<file path="config.mk">
export PLATFORM = sky130hd
export DESIGN_NAME = imdct_twiddle_arb
export DESIGN_NICKNAME = d
export VERILOG_FILES = /design/src/rtl/imdct_pkg.sv /design/src/rtl/imdct_rr_arb2.sv /design/src/rtl/imdct_twiddle_arb.sv
export SDC_FILE = /design/constraint.sdc
export NUM_CORES = 1
export LEC_CHECK = 0
export CORE_MARGIN = 10
export CORE_UTILIZATION = 33
export DETAILED_ROUTE_END_ITERATION = 8
export PLACE_DENSITY = 0.9
export SLEW_MARGIN = 40
export SYNTH_ARGS = -nofsm -noshare
export SYNTH_HDL_FRONTEND = slang
export SYNTH_SLANG_ARGS = --single-unit
export TNS_END_PERCENT = 20
</file>
<file path="constraint.sdc">
create_clock -name clk -period 2.1 [get_ports clk]
set_input_delay 0.42 -clock clk [delete_from_list [all_inputs] [get_ports clk]]
set_output_delay 0.42 -clock clk [all_outputs]
set_load 0.1 [all_outputs]
</file>
<file path="src/rtl/imdct_pkg.sv">
// rtl/imdct_pkg.sv - shared constants, requester ids and state encoding for the IMDCT twiddle ROM arbiter.
package imdct_pkg;

    localparam int SHORT_BASE = 0;
    localparam int SHORT_LEN  = 64;
    localparam int LONG_BASE  = 64;
    localparam int LONG_LEN   = 512;

    localparam int REQ_PRE  = 0;
    localparam int REQ_POST = 1;

    // Burst counters must hold LONG_LEN itself, word indices only LONG_LEN-1.
    localparam int LEN_W = 10;
    localparam int IDX_W = 9;

    typedef enum logic [1:0] {
        IDLE,
        RUN,
        DRAIN
    } state_t;

endpackage

</file>
<file path="src/rtl/imdct_rr_arb2.sv">
// rtl/imdct_rr_arb2.sv - two-way grant picker, round-robin or fixed priority when IMDCT_TWARB_PRIO_EN is defined.
module imdct_rr_arb2 (
    input  logic       clk,
    input  logic       rst,
    input  logic [1:0] req,
    input  logic       take,
    output logic       gnt_valid,
    output logic       gnt_id
);
    import imdct_pkg::*;

    assign gnt_valid = |req;

`ifdef IMDCT_TWARB_PRIO_EN
    assign gnt_id = req[REQ_POST];

    logic unused_ok;
    assign unused_ok = &{1'b0, clk, rst, take};
`else
    // Winner of the last contested grant; uncontested grants leave it alone.
    logic last_win;

    always_comb begin
        gnt_id = req[REQ_POST];
        if (&req) begin
            gnt_id = ~last_win;
        end
    end

    always_ff @(posedge clk or posedge rst) begin
        if (rst) begin
            last_win <= 1'b1;
        end else if (take && (&req)) begin
            last_win <= gnt_id;
        end
    end
`endif

endmodule

</file>
<file path="src/rtl/imdct_twiddle_arb.sv">
// rtl/imdct_twiddle_arb.sv - shares the twiddle ROM between pre/post twiddle requesters, one locked burst at a time.
// Optional fixed priority (post-twiddle wins) when IMDCT_TWARB_PRIO_EN is defined.
module imdct_twiddle_arb #(
    parameter int ADDR_W     = 10,
    parameter int DATA_W     = 64,
    parameter int SHORT_BASE = imdct_pkg::SHORT_BASE,
    parameter int SHORT_LEN  = imdct_pkg::SHORT_LEN,
    parameter int LONG_BASE  = imdct_pkg::LONG_BASE,
    parameter int LONG_LEN   = imdct_pkg::LONG_LEN
) (
    input  logic              clk,
    input  logic              rst,
    input  logic [1:0]        req_start,
    input  logic [1:0]        req_long,
    output logic [1:0]        req_busy,
    output logic [1:0]        tw_valid,
    input  logic [1:0]        tw_ready,
    output logic [DATA_W-1:0] tw_data,
    output logic [8:0]        tw_index,
    output logic              tw_last,
    output logic              rom_en,
    output logic [ADDR_W-1:0] rom_addr,
    input  logic [DATA_W-1:0] rom_dout
);
    import imdct_pkg::*;

    state_t state, state_nxt;

    logic [1:0]        pend;
    logic [1:0]        pend_long;
    logic              owner;
    logic [ADDR_W-1:0] base;
    logic [LEN_W-1:0]  len;
    logic [LEN_W-1:0]  issue_cnt;
    logic              dv;
    logic [IDX_W-1:0]  idx;

    logic gnt_valid;
    logic gnt_id;
    logic grant;
    logic own_ready;
    logic active;

    imdct_rr_arb2 u_arb (
        .clk       (clk),
        .rst       (rst),
        .req       (pend),
        .take      (grant),
        .gnt_valid (gnt_valid),
        .gnt_id    (gnt_id)
    );

    assign own_ready = tw_ready[owner];
    assign active    = (state != IDLE);

    always_comb begin
        state_nxt = state;
        rom_en    = 1'b0;
        grant     = 1'b0;
        case (state)
            IDLE: begin
                if (gnt_valid) begin
                    grant     = 1'b1;
                    state_nxt = RUN;
                end
            end
            RUN: begin
                // Issue whenever the output register is empty or being emptied this cycle.
                rom_en = ~dv | own_ready;
                if (rom_en && (issue_cnt == len - LEN_W'(1))) begin
                    state_nxt = DRAIN;
                end
            end
            DRAIN: begin
                if (dv && own_ready) begin
                    state_nxt = IDLE;
                end
            end
            default: state_nxt = IDLE;
        endcase
    end

    always_ff @(posedge clk or posedge rst) begin
        if (rst) begin
            state <= IDLE;
        end else begin
            state <= state_nxt;
        end
    end

    always_ff @(posedge clk or posedge rst) begin
        if (rst) begin
            pend      <= '0;
            pend_long <= '0;
            owner     <= 1'b0;
            base      <= '0;
            len       <= '0;
            issue_cnt <= '0;
            dv        <= 1'b0;
            idx       <= '0;
        end else begin
            for (int i = 0; i < 2; i++) begin
                if (req_start[i] && !req_busy[i]) begin
                    pend[i]      <= 1'b1;
                    pend_long[i] <= req_long[i];
                end
            end

            if (grant) begin
                owner     <= gnt_id;
                base      <= pend_long[gnt_id] ? ADDR_W'(LONG_BASE) : ADDR_W'(SHORT_BASE);
                len       <= pend_long[gnt_id] ? LEN_W'(LONG_LEN) : LEN_W'(SHORT_LEN);
                issue_cnt <= '0;
                pend[gnt_id] <= 1'b0;
            end

            // ROM data lands one cycle after the read, so the index rides along with it.
            if (rom_en) begin
                issue_cnt <= issue_cnt + LEN_W'(1);
                idx       <= issue_cnt[IDX_W-1:0];
                dv        <= 1'b1;
            end else if (dv && own_ready) begin
                dv <= 1'b0;
            end
        end
    end

    assign req_busy = pend | ({owner, ~owner} & {2{active}});
    assign tw_valid = {dv & owner, dv & ~owner};
    assign tw_data  = dv ? rom_dout : '0;
    assign tw_index = idx;
    assign tw_last  = dv & ({1'b0, idx} == len - LEN_W'(1));
    assign rom_addr = (state == RUN) ? (base + ADDR_W'(issue_cnt)) : '0;

endmodule

</file>
==> flow_metrics.env, run 1 <==
export IMPL_status="completed"
export IMPL_rrSetupSlack_ns=0.33
export IMPL_holdPathStages=1
export IMPL_yosysMostFrequentCell="and2_1"
export IMPL_crit_required_ns=1.68
export IMPL_cp_top_family="flip-flops"
export IMPL_cts_tree="yes"
export IMPL_wl_per_cell_um=21.16
export IMPL_synth_simple_gate_area_share=0.3585
export IMPL_dp_cells=458
export IMPL_antenna_found_initial=0
export IMPL_cp_num_buf_inv=1
export IMPL_start_kind="flip-flop"
export IMPL_antenna_cells=0
export IMPL_fmax_mhz=490.7
export IMPL_slew_viol_final=0
export IMPL_ys_ff_latch=30
export IMPL_reg2reg_to="issue_cnt[3]"
export IMPL_synthAdderAreaFrac=0.01890
export IMPL_synth_fp_nets=302
export IMPL_grt_pass1_wl_mm=15.06
export IMPL_die_w_um=97.57
export IMPL_synth_seq_area_share=0.3787
export IMPL_synth_area_leader_cell="dfrtp_1"
export IMPL_post_cts_buffers=0
export IMPL_r2r_start="state[1]"
export IMPL_critPathMaxFanout=10
export IMPL_clockRootBuffer="clkbuf_8"
export IMPL_hp_start="pend_long[0]"
export IMPL_synth_top_flop_cell="dfrtp_1"
export IMPL_drive_above_1_share=0.3213
export IMPL_endpoint_kind="output pin"
export IMPL_synth_top_family_by_area="simple AND/OR/NAND/NOR gates"
export IMPL_fin_crit_sh=0.9705
export IMPL_setup_viol=0
export IMPL_worstMarginPinSlew_ns=0.7528
export IMPL_totalWireLength_mm=9.818
export IMPL_relSlewSlack=0.4947
export IMPL_fin_crit_ns=2.038
export IMPL_powerDensity_nw_per_um2=785.9
export IMPL_globalRouteOverflowTotal=0
export IMPL_hp_class="reg -> reg"
export IMPL_synthTopCellsByCount="and2_1, dfrtp_1, nand2_1, nor2_1, mux2_2"
export IMPL_portBuffers=160
export IMPL_finalHoldViolCount=0
export IMPL_final_cell_count_no_fill=464
export IMPL_synth_area_um2=1986
export IMPL_clk_pin_slew_ns=0.06
export IMPL_rsz0062_at_grt="true"
export IMPL_vias_per_cell=5.052
export IMPL_synth_async_reset_ratio=1.000
export IMPL_synth_mux_area_fraction=0.08255
export IMPL_crit_path_frequent_cell="ha_1"
export IMPL_via_count=2344
export IMPL_ys_top_cells_by_area="dfrtp_1, and2_1, mux2_2"
export IMPL_drc=0
export IMPL_synth_cell_types=35
export IMPL_yosysTopAreaCellShare=0.3655
export IMPL_reg2regPathDepth=5
export IMPL_cp_slowest_cell="dfrtp_2"
export IMPL_syn_avg_cell_area_um2=8.747
export IMPL_crit_chain="ha_1 > ha_1 > xnor2_1 > nor2_2 > buf_12"
export IMPL_antenna_left=0
export IMPL_core_area_um2=5886
export IMPL_synthXorXnorAreaFrac=0.02205
export IMPL_clock_latency_ns=0.28
export IMPL_critPathMaxStageDelay_ns=0.47
export IMPL_htreeDepth=2
export IMPL_ys_warn_count=0
export IMPL_power_w=0.003599
export IMPL_ir_worst_vdd_uv=1240
export IMPL_die_y_um=97.57
export IMPL_hpwlAfterDp_mm=8.262
export IMPL_grt_start_max_net_pins=69
export IMPL_maxCapViolCount=0
export IMPL_whs_endpoint="pend_long[0]"
export IMPL_drt_iter0_drc=122
export IMPL_drt_first_pass_iters=5
export IMPL_io_pins=161
export IMPL_cts_max_path_buffers=2
export IMPL_crit_arrival_ns=1.62
export IMPL_grt_total_usage=0.1987
export IMPL_synthCells=227
export IMPL_grt_pass1_vias=2430
export IMPL_fin_skew_ns=0.006734
export IMPL_clock_sinks=30
export IMPL_start_util=0.3374
export IMPL_gp_congestion=0.8793
export IMPL_fp_row_count=28
export IMPL_nets=465
export IMPL_p_leak_nw=2.045
export IMPL_path_class="reg -> out"
export IMPL_cts_inserted_buffers=5
export IMPL_synth_enable_flop_cells=0
export IMPL_areaGrowthSynthToFinish_pct=130.6
export IMPL_die_area_um2=9520
export IMPL_synth_compound_area_frac=0.1033
worst register-to-register path, stage by stage, from the launching register on:
cell	delay, ns
dfrtp_1	0.43
nand2b_1	0.34
a21oi_4	0.31
buf_4	0.22
and4_1	0.22
mux2i_1	0.17
worst max-delay path by stage:
stage / start / end / slack (ns) / cells past startpoint
after floorplan: tw_index[8] / tw_last / -0.37 / 4
after global placement: tw_ready[1] / issue_cnt[3] / 0.08 / 7
after CTS: issue_cnt[6] / rom_addr[8] / 0.01 / 5
after detailed placement: tw_ready[0] / issue_cnt[3] / 0.04 / 7
final: issue_cnt[6] / rom_addr[8] / 0.06 / 5
after global routing: issue_cnt[6] / rom_addr[8] / -0.009 / 5
flip-flops by register name, summed over array words and instances, names as in the netlist:
name / flops
base: 1
dv: 1
issue_cnt: 10
len: 1
owner: 1
pend: 2
pend_long: 2
state: 2
tw_index: 9
u_arb.last_win: 1
cells in the final DEF (no fill, tap or decap), types with 3 or more instances in the layout:
cell type,count
buf_12,81
and2_1,72
clkdlybuf4s50_1,71
dfrtp_1,27
nand2_1,18
buf_4,16
mux2_2,11
nor2_1,10
o21ai_0,10
nand3_1,6
clkbuf_8,6
a21oi_1,5
a31oi_1,5
mux2i_1,4
nor3_1,4
inv_1,4
nand2b_1,3
xnor2_1,3
ha_1,3
through the flow:
stage               area, um2  setup WS (ns)    TNS, ns  hold slack, ns  utilization
finish                   4579        0.06196          0          0.5132       0.7781
global route             4579      -0.008705  -0.008705          0.5230       0.7781
CTS                      4574        0.01040          0          0.5179       0.7772
detailed placement       4492        0.03560          0          0.5044       0.7632
global placement         4492        0.08346          0          0.4998       0.7632
floorplan                2002        -0.3713     -1.245          0.4800            -
per-layer routing:
metal  global-route usage  vias up  routed length, um
met5                    0        -                  0
met4              0.03915        0                103
met3              0.07112        8                824
met2               0.3638      150               5254
met1               0.2132     1105               3635
li1                     -     1081                  -
cell families (layout without fill, tap and decap cells):
family | count (synthesis) | in the layout
AOI/OAI and AO/OA | 31 | 31
xor gates and xnor gates | 5 | 5
adders and majority gates | 3 | 3
buffers and inverters | 16 | 178
DFF | 30 | 30
muxes | 15 | 15
and+or+nand+nor | 127 | 127
report_power, final:
group | switching (W) | leakage [nW] | internal [W] | total (W)
registers | 0.000144 | 0.355 | 0.000683 | 0.000828
clock network | 0.000197 | 0.0431 | 0.000252 | 0.000449
logic | 0.00155 | 1.65 | 0.000776 | 0.00232
total | 0.00189 | 2.04 | 0.00171 | 0.00360
cell type report:
class | count | area (um2)
tap | 75 | 93.84
clock buffer | 6 | 82.58
timing repair buffer | 168 | 2452
multi-input combinational | 181 | 1181
inverter | 4 | 15.01
sequential | 30 | 754.5
fill | 341 | 1306
repair_timing:
| item | 4_1_cts | 5_1_grt |
|---|---|---|
| hold buffers | 0 | 0 |
| resized for setup | 0 | 3 |
| endpoints found under the setup margin | 0 | 9 |
(Power assumes the default switching activity.)
==> run 2: changes to the inputs <==
CORE_UTILIZATION = 34   (was 33)
CTS_BUF_LIST = sky130_fd_sc_hd__clkbuf_4   (was default)
PLACE_DENSITY = 0.92   (was 0.9)
==> flow_metrics.env, run 2 (synthesis results as in run 1) <==
export IMPL_maxCapViolCount=0
export IMPL_powerDensity_nw_per_um2=808.7
export IMPL_globalRouteOverflowTotal=0
export IMPL_fill_cells=277
export IMPL_final_common_cell="buf_12"
export IMPL_relSlewSlack=0.4938
export IMPL_preCtsSetupSlack_ns=-0.01160
export IMPL_fin_crit_ns=2.074
export IMPL_start_util=0.3562
export IMPL_die_area_um2=9297
export IMPL_vias_per_cell=5.157
export IMPL_r2r_start="owner"
export IMPL_portBuffers=160
export IMPL_io_pins=161
export IMPL_htreeDepth=2
export IMPL_grt_start_max_net_pins=46
export IMPL_crit_arrival_ns=1.65
export IMPL_internal_power_w=0.001824
export IMPL_layout_setup_ws_ns=0.02641
export IMPL_fin_crit_sh=0.9874
export IMPL_p_clk_frac=0.152
export IMPL_antenna_cells=0
export IMPL_final_core_util=0.8265
export IMPL_crit_required_ns=1.68
export IMPL_design_area_um2=4607
export IMPL_rsz0062_at_grt="true"
export IMPL_antenna_found_initial=0
export IMPL_startpoint="base[6]"
export IMPL_slew_viol_final=0
export IMPL_via_count=2398
export IMPL_drt_iter0_drc=193
export IMPL_fmax_mhz=482.3
export IMPL_clock_latency_ns=0.33
export IMPL_top_register="issue_cnt"
export IMPL_finalHoldViolCount=0
export IMPL_p_sw_w=0.001902
export IMPL_areaGrowthSynthToFinish_pct=132.0
export IMPL_drive_above_1_share=0.3333
export IMPL_dpl_cell_area_um2=4476
export IMPL_fp_row_count=27
export IMPL_endpoint_kind="output pin"
export IMPL_reg2regPathDepth=6
export IMPL_nets=467
export IMPL_cts_inserted_buffers=5
export IMPL_rrSetupSlack_ns=0.27
export IMPL_grt_total_usage=0.2186
export IMPL_layout_common_cells="buf_12, and2_1, clkdlybuf4s50_1"
export IMPL_drc=0
export IMPL_final_cell_count_no_fill=465
export IMPL_grt_pass1_vias=2481
export IMPL_totalWireLength_mm=10.33
export IMPL_worstMarginPinSlew_ns=0.7542
export IMPL_start_kind="flip-flop"
export IMPL_wl_per_cell_um=22.21
export IMPL_die_w_um=96.42
export IMPL_p_comb_frac=0.629
export IMPL_clockRootBuffer="clkbuf_4"
export IMPL_setup_tns_ns=0
export IMPL_die_y_um=96.42
export IMPL_ir_worst_vdd_uv=990.5
export IMPL_setup_viol=0
export IMPL_clk_pin_slew_ns=0.09
export IMPL_fin_skew_ns=0.005529
export IMPL_path_class="reg -> out"
export IMPL_dp_cells=455
export IMPL_critPathMaxFanout=4
export IMPL_status="completed"
export IMPL_grt_pass1_wl_mm=15.44
export IMPL_reg2reg_to="issue_cnt[3]"
export IMPL_p_leak_nw=2.057
export IMPL_largest_reg_flops=10
export IMPL_pwr_share_seq=0.219
export IMPL_cts_tree="yes"
export IMPL_clock_sinks=30
export IMPL_drt_first_pass_iters=5
export IMPL_p_sw_frac=0.5104
export IMPL_core_area_um2=5574
export IMPL_hp_class="in -> async"
export IMPL_hpwlAfterDp_mm=8.234
export IMPL_cts_max_path_buffers=2
export IMPL_antenna_left=0
export IMPL_gp_congestion=0.8451
run 2: power by group through the flow:
stage                     combinational, W  sequential (W)  clock (W)
after floorplan                    0.00112         0.00116          0
after global placement             0.00231        0.000811          0
after detailed placement           0.00235        0.000818          0
after CTS                          0.00236        0.000807   0.000570
after global routing               0.00240        0.000829   0.000598
final                              0.00234        0.000815   0.000566
run 2: repair_timing:
action	4_1_cts	5_1_grt
endpoints found under the hold margin	0	0
cloned	0	0
pin swaps	1	1
setup endpoints to repair	2	11
buffers inserted	2	0
resized for setup	2	4
hold buffers	0	0
run 2: worst max path at each step:
| stage | endpoint | slack (ns) |
|---|---|---|
| final | tw_last | 0.03 |
| after floorplan | tw_last | -0.37 |
| after CTS | tw_last | 0.002 |
| after global placement | tw_index[3] | 0.04 |
| after global routing | rom_addr[8] | -0.03 |
| after detailed placement | issue_cnt[3] | -0.01 |
run 2: critical path: stages, from the launching register on:
cell,delay (ns)
dfrtp_2,0.43
buf_4,0.14
nand2_1,0.06
nor3_2,0.19
a31oi_1,0.10
nor3_4,0.19
buf_12,0.20
run 2: area by class of cell:
class / count / area, um2 / area share
Sequential cell: 30 / 754.5 / 0.1638
Inverter: 4 / 15.01 / 0.003259
Tap cell: 72 / 90.09 / 0.01955
Clock buffer: 5 / 37.54 / 0.008148
Clock inverter: 3 / 63.81 / 0.01385
Multi-Input combinational cell: 181 / 1191 / 0.2586
Timing Repair Buffer: 170 / 2455 / 0.5329
run 2: per-stage QoR:
step	power [W]	hold WS (ns)
floorplan	0.002274	0.4800
global placement	0.003119	0.4951
detailed placement	0.003167	0.5221
CTS	0.003736	0.4594
global route	0.003828	0.5056
finish	0.003726	0.4527
run 2: metal layers:
layer  part of all wire  GRT usage
met1               0.35     0.2278
met2               0.57     0.4445
met3              0.061    0.03624
met4              0.017    0.03995
met5                  0          0
